**config.mk**
```make
export PLATFORM = sky130hd
export DESIGN_NAME = instruction_fetch
export DESIGN_NICKNAME = d
export VERILOG_FILES = /design/src/rtl/instruction_fetch.sv
export SDC_FILE = /design/constraint.sdc
export NUM_CORES = 1
export LEC_CHECK = 0
export CAP_MARGIN = 15
export CORE_ASPECT_RATIO = 0.5
export CORE_MARGIN = 10
export CORE_UTILIZATION = 41
export CTS_CLUSTER_DIAMETER = 80
export DETAILED_ROUTE_END_ITERATION = 12
export PLACE_DENSITY = 0.84
export SLEW_MARGIN = 20
export SYNTH_ARGS = -nofsm -noshare
export SYNTH_HDL_FRONTEND = slang
export SYNTH_SLANG_ARGS = --single-unit
export TNS_END_PERCENT = 1
```
**constraint.sdc**
```tcl
create_clock -name clk -period 1.88 [get_ports clk]
set_input_delay 0.282 -clock clk [delete_from_list [all_inputs] [get_ports clk]]
set_output_delay 0.282 -clock clk [all_outputs]
set_load 0.01 [all_outputs]
```
**src/rtl/instruction_fetch.sv**
```systemverilog
`default_nettype none
// ============================================================================
// Module      : instruction_fetch
// Description : DLX IF stage. Owns the PC and loads the IF/ID register.
// Revision    : 1.0
// ============================================================================
module instruction_fetch #(
    parameter int              SIZE     = 32,
    parameter logic [SIZE-1:0] RESET_PC = 32'h00000000,
    parameter logic [SIZE-1:0] NOP      = 32'h54000000
) (
    input  logic            clk,
    input  logic            reset,
    output logic [SIZE-1:0] imemAddr,
    input  logic [SIZE-1:0] imemData,
    input  logic            imemReady,
    input  logic            stall,
    input  logic            redirect,
    input  logic [SIZE-1:0] redirectPC,
    output logic [SIZE-1:0] nextPC_out,
    output logic [SIZE-1:0] instruction_out,
    output logic            valid_out,
    output logic [SIZE-1:0] fetchCount
);

    localparam logic [SIZE-1:0] c_pc_step   = SIZE'(4);
    localparam logic [SIZE-1:0] c_word_mask = ~SIZE'(3);
    localparam logic [SIZE-1:0] c_one       = SIZE'(1);
    localparam logic [SIZE-1:0] c_zero      = '0;

    logic [SIZE-1:0] r_pc_q,    w_pc_d;
    logic [SIZE-1:0] r_instr_q, w_instr_d;
    logic [SIZE-1:0] r_npc_q,   w_npc_d;
    logic            r_valid_q, w_valid_d;
    logic [SIZE-1:0] r_count_q, w_count_d;
    logic [SIZE-1:0] w_pc_plus4;

    // Wraps naturally modulo 2^SIZE.
    assign w_pc_plus4 = r_pc_q + c_pc_step;

    always_comb begin
        w_pc_d    = r_pc_q;
        w_instr_d = r_instr_q;
        w_npc_d   = r_npc_q;
        w_valid_d = r_valid_q;
        w_count_d = r_count_q;
        if (redirect) begin
            // Redirect wins over stall: IF/ID is flushed even if the hazard unit asked to hold it.
            w_pc_d    = redirectPC & c_word_mask;
            w_instr_d = NOP;
            w_npc_d   = c_zero;
            w_valid_d = 1'b0;
        end else if (stall) begin
            w_pc_d = r_pc_q;
        end else if (imemReady) begin
            w_pc_d    = w_pc_plus4;
            w_instr_d = imemData;
            w_npc_d   = w_pc_plus4;
            w_valid_d = 1'b1;
            w_count_d = r_count_q + c_one;
        end else begin
            w_instr_d = NOP;
            w_npc_d   = c_zero;
            w_valid_d = 1'b0;
        end
    end

    always_ff @(posedge clk or negedge reset) begin
        if (!reset) begin
            r_pc_q    <= RESET_PC & c_word_mask;
            r_instr_q <= NOP;
            r_npc_q   <= c_zero;
            r_valid_q <= 1'b0;
            r_count_q <= c_zero;
        end else begin
            r_pc_q    <= w_pc_d;
            r_instr_q <= w_instr_d;
            r_npc_q   <= w_npc_d;
            r_valid_q <= w_valid_d;
            r_count_q <= w_count_d;
        end
    end

    assign imemAddr        = r_pc_q;
    assign instruction_out = r_instr_q;
    assign nextPC_out      = r_npc_q;
    assign valid_out       = r_valid_q;
    assign fetchCount      = r_count_q;

endmodule
`default_nettype wire

```
* Word level (Yosys, flattened, before mapping)
Index checks and enable logic that the tools add are counted.
Storage, ports and cells: register bits 129, input bits 69, output and inout bits 129
Operators by class: add/sub/neg operators 2, eq/ne operators 1, mux-type cells 12, bitwise logic cells 2, reductions and logical operators 3
Operators by type and width (count):
- $mux 32 | 9
- $add 32x1->32 const B | 1
- $add 32x3->32 const B | 1
- $mux 1 | 3
- $reduce_and 3->1 | 1
- $ne 2x1->1 const B | 1
- $not 1->1 | 2
- $reduce_and 2->1 | 1
- $reduce_bool 2->1 | 1

* Longest topological paths before layout
depth in word-level cells 4, depth in mapped cells 7

* Worst setup path after synthesis
OpenSTA, ideal clock, no wires.
path type register to register, from register r_pc_q[2], in the netlist imemAddr[2], to register r_pc_q[30], in the netlist imemAddr[30], setup time 0.131 ns, data arrival time 1.787 ns, slack -0.039 ns, stages on the path, launching flop included 7, path buffers 0, cells stage by stage dfrtp_1 -> ha_1 -> nand3_2 -> or4_4 -> nor4_4 -> xnor2_1 -> o21ai_1
On the way: word-level cells in the longest chain between the ends 4
RTL lines:
- start, declared | line 31 | logic [SIZE-1:0] r_pc_q, w_pc_d;
- start signal, assigned | line 70 | r_pc_q <= RESET_PC & c_word_mask;
- start signal, assigned | line 76 | r_pc_q <= w_pc_d;
- $add 32x3->32 | line 39 | assign w_pc_plus4 = r_pc_q + c_pc_step;
- $mux 32 | line 55 | end else if (imemReady) begin
- $mux 32 | line 53 | end else if (stall) begin
- $mux 32 | line 47 | if (redirect) begin
No other way between the ends. The select of a mux whose other input is x is not followed. A chain may end at the register's enable or synchronous reset.

* Worst setup path in the final report
from register r_pc_q[11], in the netlist imemAddr[11], to register r_npc_q[30], in the netlist nextPC_out[30]
On the way: word-level cells in the longest chain between the ends 4
RTL lines:
- $add 32x3->32 | line 39
- $mux 32 | line 55
- $mux 32 | line 53
- $mux 32 | line 47
- end signal, assigned | line 72 | r_npc_q <= c_zero;
- end signal, assigned | line 78 | r_npc_q <= w_npc_d;
- end, declared | line 33 | logic [SIZE-1:0] r_npc_q, w_npc_d;
No other way between the ends. The select of a mux whose other input is x is not followed.

==> metrics.cfg <==
[global_routing]
grt_max_degree=55
grt_overflow=0
grt_pass1_vias=5308
grt_pass1_wl_mm=29.5
grt_usage_pct=18.7
antenna_found_initial=0

[logic_synthesis]
syn_area_um2=5810
synth_top_family_by_area=simple AND/OR/NAND/NOR gates
synth_top_area_share_pct=52.9
synth_edf_count=0
synth.ff_latch_count=126
yosys.area_share.xor_xnor_pct=13.0
yosysSeqAreaShare_pct=54.3
synthArstFlopShare_pct=100
avgSynthCellArea_um2=10.5
syn_inst=556
synth-compound-area-share_pct=10.4
synth.area.top_cells=dfrtp_1 (53%), xnor2_1 (6.9%), xor2_1 (6.0%)
synth-main-ff-cell=dfrtp_1
synthSimpleGateAreaFrac_pct=18.9
synth_fa_ha_area_share_pct=0.430
synth.largest_area_cell=dfrtp_1
synthMuxAreaShare_pct=0.172
yosysWarningCount=0
synth_cell_types=40

[clock_network]
clk_pin_slew_ns=0.06
clockRootBuffer=clkbuf_16
tritoncts=done
htree_levels=4
insertion_delay_ns=0.40
cts_buffers=17
max-clock-path-buffers=2
cts.sinks=126

[cells_and_area]
finalInstanceArea_um2=9160
antenna_cells=0
drive_gt1_share_pct=16.2
final_cell_count_no_fill=1019
final_common_cell=clkdlybuf4s50_1
mostFrequentLayoutCells=clkdlybuf4s50_1 (191), dfrtp_1 (122), nand2_1 (87)
area_delta_synth_final_pct=57.5
nets=885
post-route-util_pct=66.8

[timing]
slew_violations=0
setup_viol=0
hold_viol=0
period_share_pct=97.7
fin_crit_ns=1.84
hold-worst-slack_ns=0.399
slew_headroom_pct=65.4
worstMarginPinSlew_ns=0.519
clock.fmax_ghz=0.545
finalClockSkew_ns=0.0125
fin_setup_tns_ns=0
rsz0062_at_grt=yes
fin_ws_ns=0.0435

[place]
place_ws_ns=-0.222
dp.cells=984
portBuffers=193
gp_congestion=0.859
placed_cell_area_um2=8480
hpwl_mm=13.6

[floorplanning]
dieArea_um2=19600
fp-row-count=30
die_h_um=104
core_area_um2=13700
ios=198
start_util_pct=42.4
die_w_um=188

[worst_setup_path]
cp_data_arrival_time_ns=2.12
required_ns=2.16
crit_path_end_kind=register
crit_start=imemAddr[11]$_DFFE_PN0P_
crit_path_max_fanout=6
timing.rr.end=nextPC_out[30]$_DFFE_PN0P_
r2r_start=imemAddr[11]$_DFFE_PN0P_
reg2reg_depth=5
reg2reg_slack_ns=0.04
critPathLaunchType=register
crit_type=register to register
cp-endpoint=nextPC_out[30]$_DFFE_PN0P_

[detailed_routing]
drc=0
via_per_inst=5.06
wl_mm=18.5
drtIter0Drc=334
dr.pass1.iters=5
vias=5160
drtAntennaViolNets=0
routedWlPerCell_um=18.1

[power_and_ir_drop]
pwr-share-seq_pct=39.0
p_comb_share_pct=16.5
power_mw=7.68
p_int_mw=5.81
power_density_nw_per_um2=839
clockPowerShare_pct=44.5
p_switching_mw=1.88
leakagePower_nw=3.86
ir_drop_mv=0.588
swShare_pct=24.4

[job]
maxCapViolCount=0

[hold_path]
hold_path.class=input pin to async pin

[status]
status=complete, no violations

## power groups by stage
stage	Combinational, mW	Clock [mW]	Sequential (mW)
floorplan	0.338	0	3.15
global placement	1.23	0	3.03
detailed placement	1.26	0	3.04
CTS	1.27	3.47	3.00
global route	1.37	3.61	3.02
finish	1.27	3.42	3.00
## kinds of logic after synthesis
| logic type | after synthesis |
|---|---|
| AOI/OAI and AO/OA | 94 |
| and+or+nand+nor | 208 |
| muxes | 1 |
| xor gates and xnor gates | 86 |
| buffers and inverters | 38 |
| DFF | 126 |
| adders and majority gates | 2 |
| other | 1 |
## Yosys cell counts (2+ instances only)
| library cell | instances |
|---|---|
| a22o_1 | 32 |
| a31oi_1 | 2 |
| and2_1 | 7 |
| and3_1 | 6 |
| and3_2 | 2 |
| and4_1 | 6 |
| buf_2 | 4 |
| buf_4 | 4 |
| clkbuf_1 | 23 |
| dfrtp_1 | 123 |
| dfstp_2 | 3 |
| ha_1 | 2 |
| inv_1 | 6 |
| nand2_1 | 87 |
| nand3_1 | 27 |
| nand4_1 | 24 |
| nor2_1 | 16 |
| nor2b_1 | 2 |
| nor3_1 | 10 |
| nor4_1 | 3 |
| nor4_2 | 3 |
| o21ai_0 | 52 |
| o21ai_1 | 5 |
| o22a_1 | 3 |
| or3_1 | 3 |
| or4_4 | 3 |
| xnor2_1 | 46 |
| xor2_1 | 40 |
## worst max-delay path: stages, from the launching register on
cell and delay [ns]:
dfrtp_1 0.39, nand4_4 0.16, or4_4 0.63, nor3_4 0.22
xnor2_1 0.11, a22o_1 0.22
## sequential cells by signal (all words and copies together) (netlist names)
name and cells:
fetchCount 32, instruction_out 32, nextPC_out 31, imemAddr 30, valid_out 1
## per-layer routing
| metal | track usage [%] | vias up | wire length (um) |
|---|---|---|---|
| met2 | 32.4 | 164 | 9650 |
| met5 | 0 | - | 0 |
| met4 | 7.60 | 0 | 500 |
| met1 | 21.6 | 2523 | 7360 |
| met3 | 4.55 | 30 | 949 |
| li1 | - | 2443 | - |
## worst min path at each step
stage,endpoint,cells after the start,startpoint,slack (ns)
2_1_floorplan,fetchCount[0]$_DFFE_PN0P_,0,reset,-0.01
3_3_place_gp,nextPC_out[17]$_DFFE_PN0P_,1,reset,0.28
3_5_place_dp,nextPC_out[17]$_DFFE_PN0P_,1,reset,0.28
4_1_cts,imemAddr[30]$_DFFE_PN0P_,4,redirect,0.39
5_1_grt,nextPC_out[15]$_DFFE_PN0P_,2,reset,0.41
6_report,nextPC_out[17]$_DFFE_PN0P_,2,reset,0.40
## repair_timing
action | in CTS | in global routing
gates resized for setup | 3 | 4
hold buffers | 1 | 0
endpoints found under the setup margin | 1 | 11
gates cloned | 0 | 0
hold endpoints to repair | 34 | 0
setup buffers | 0 | 2
## cell type report
type	instances	area (um2)
multi-input combinational	393	2550
timing repair buffer	270	2570
inverter	6	22.5
tap	192	240
clock buffer	21	450
fill	1022	4540
sequential	126	3160
clock inverter	11	165
Power figures use the tool's default switching activity.
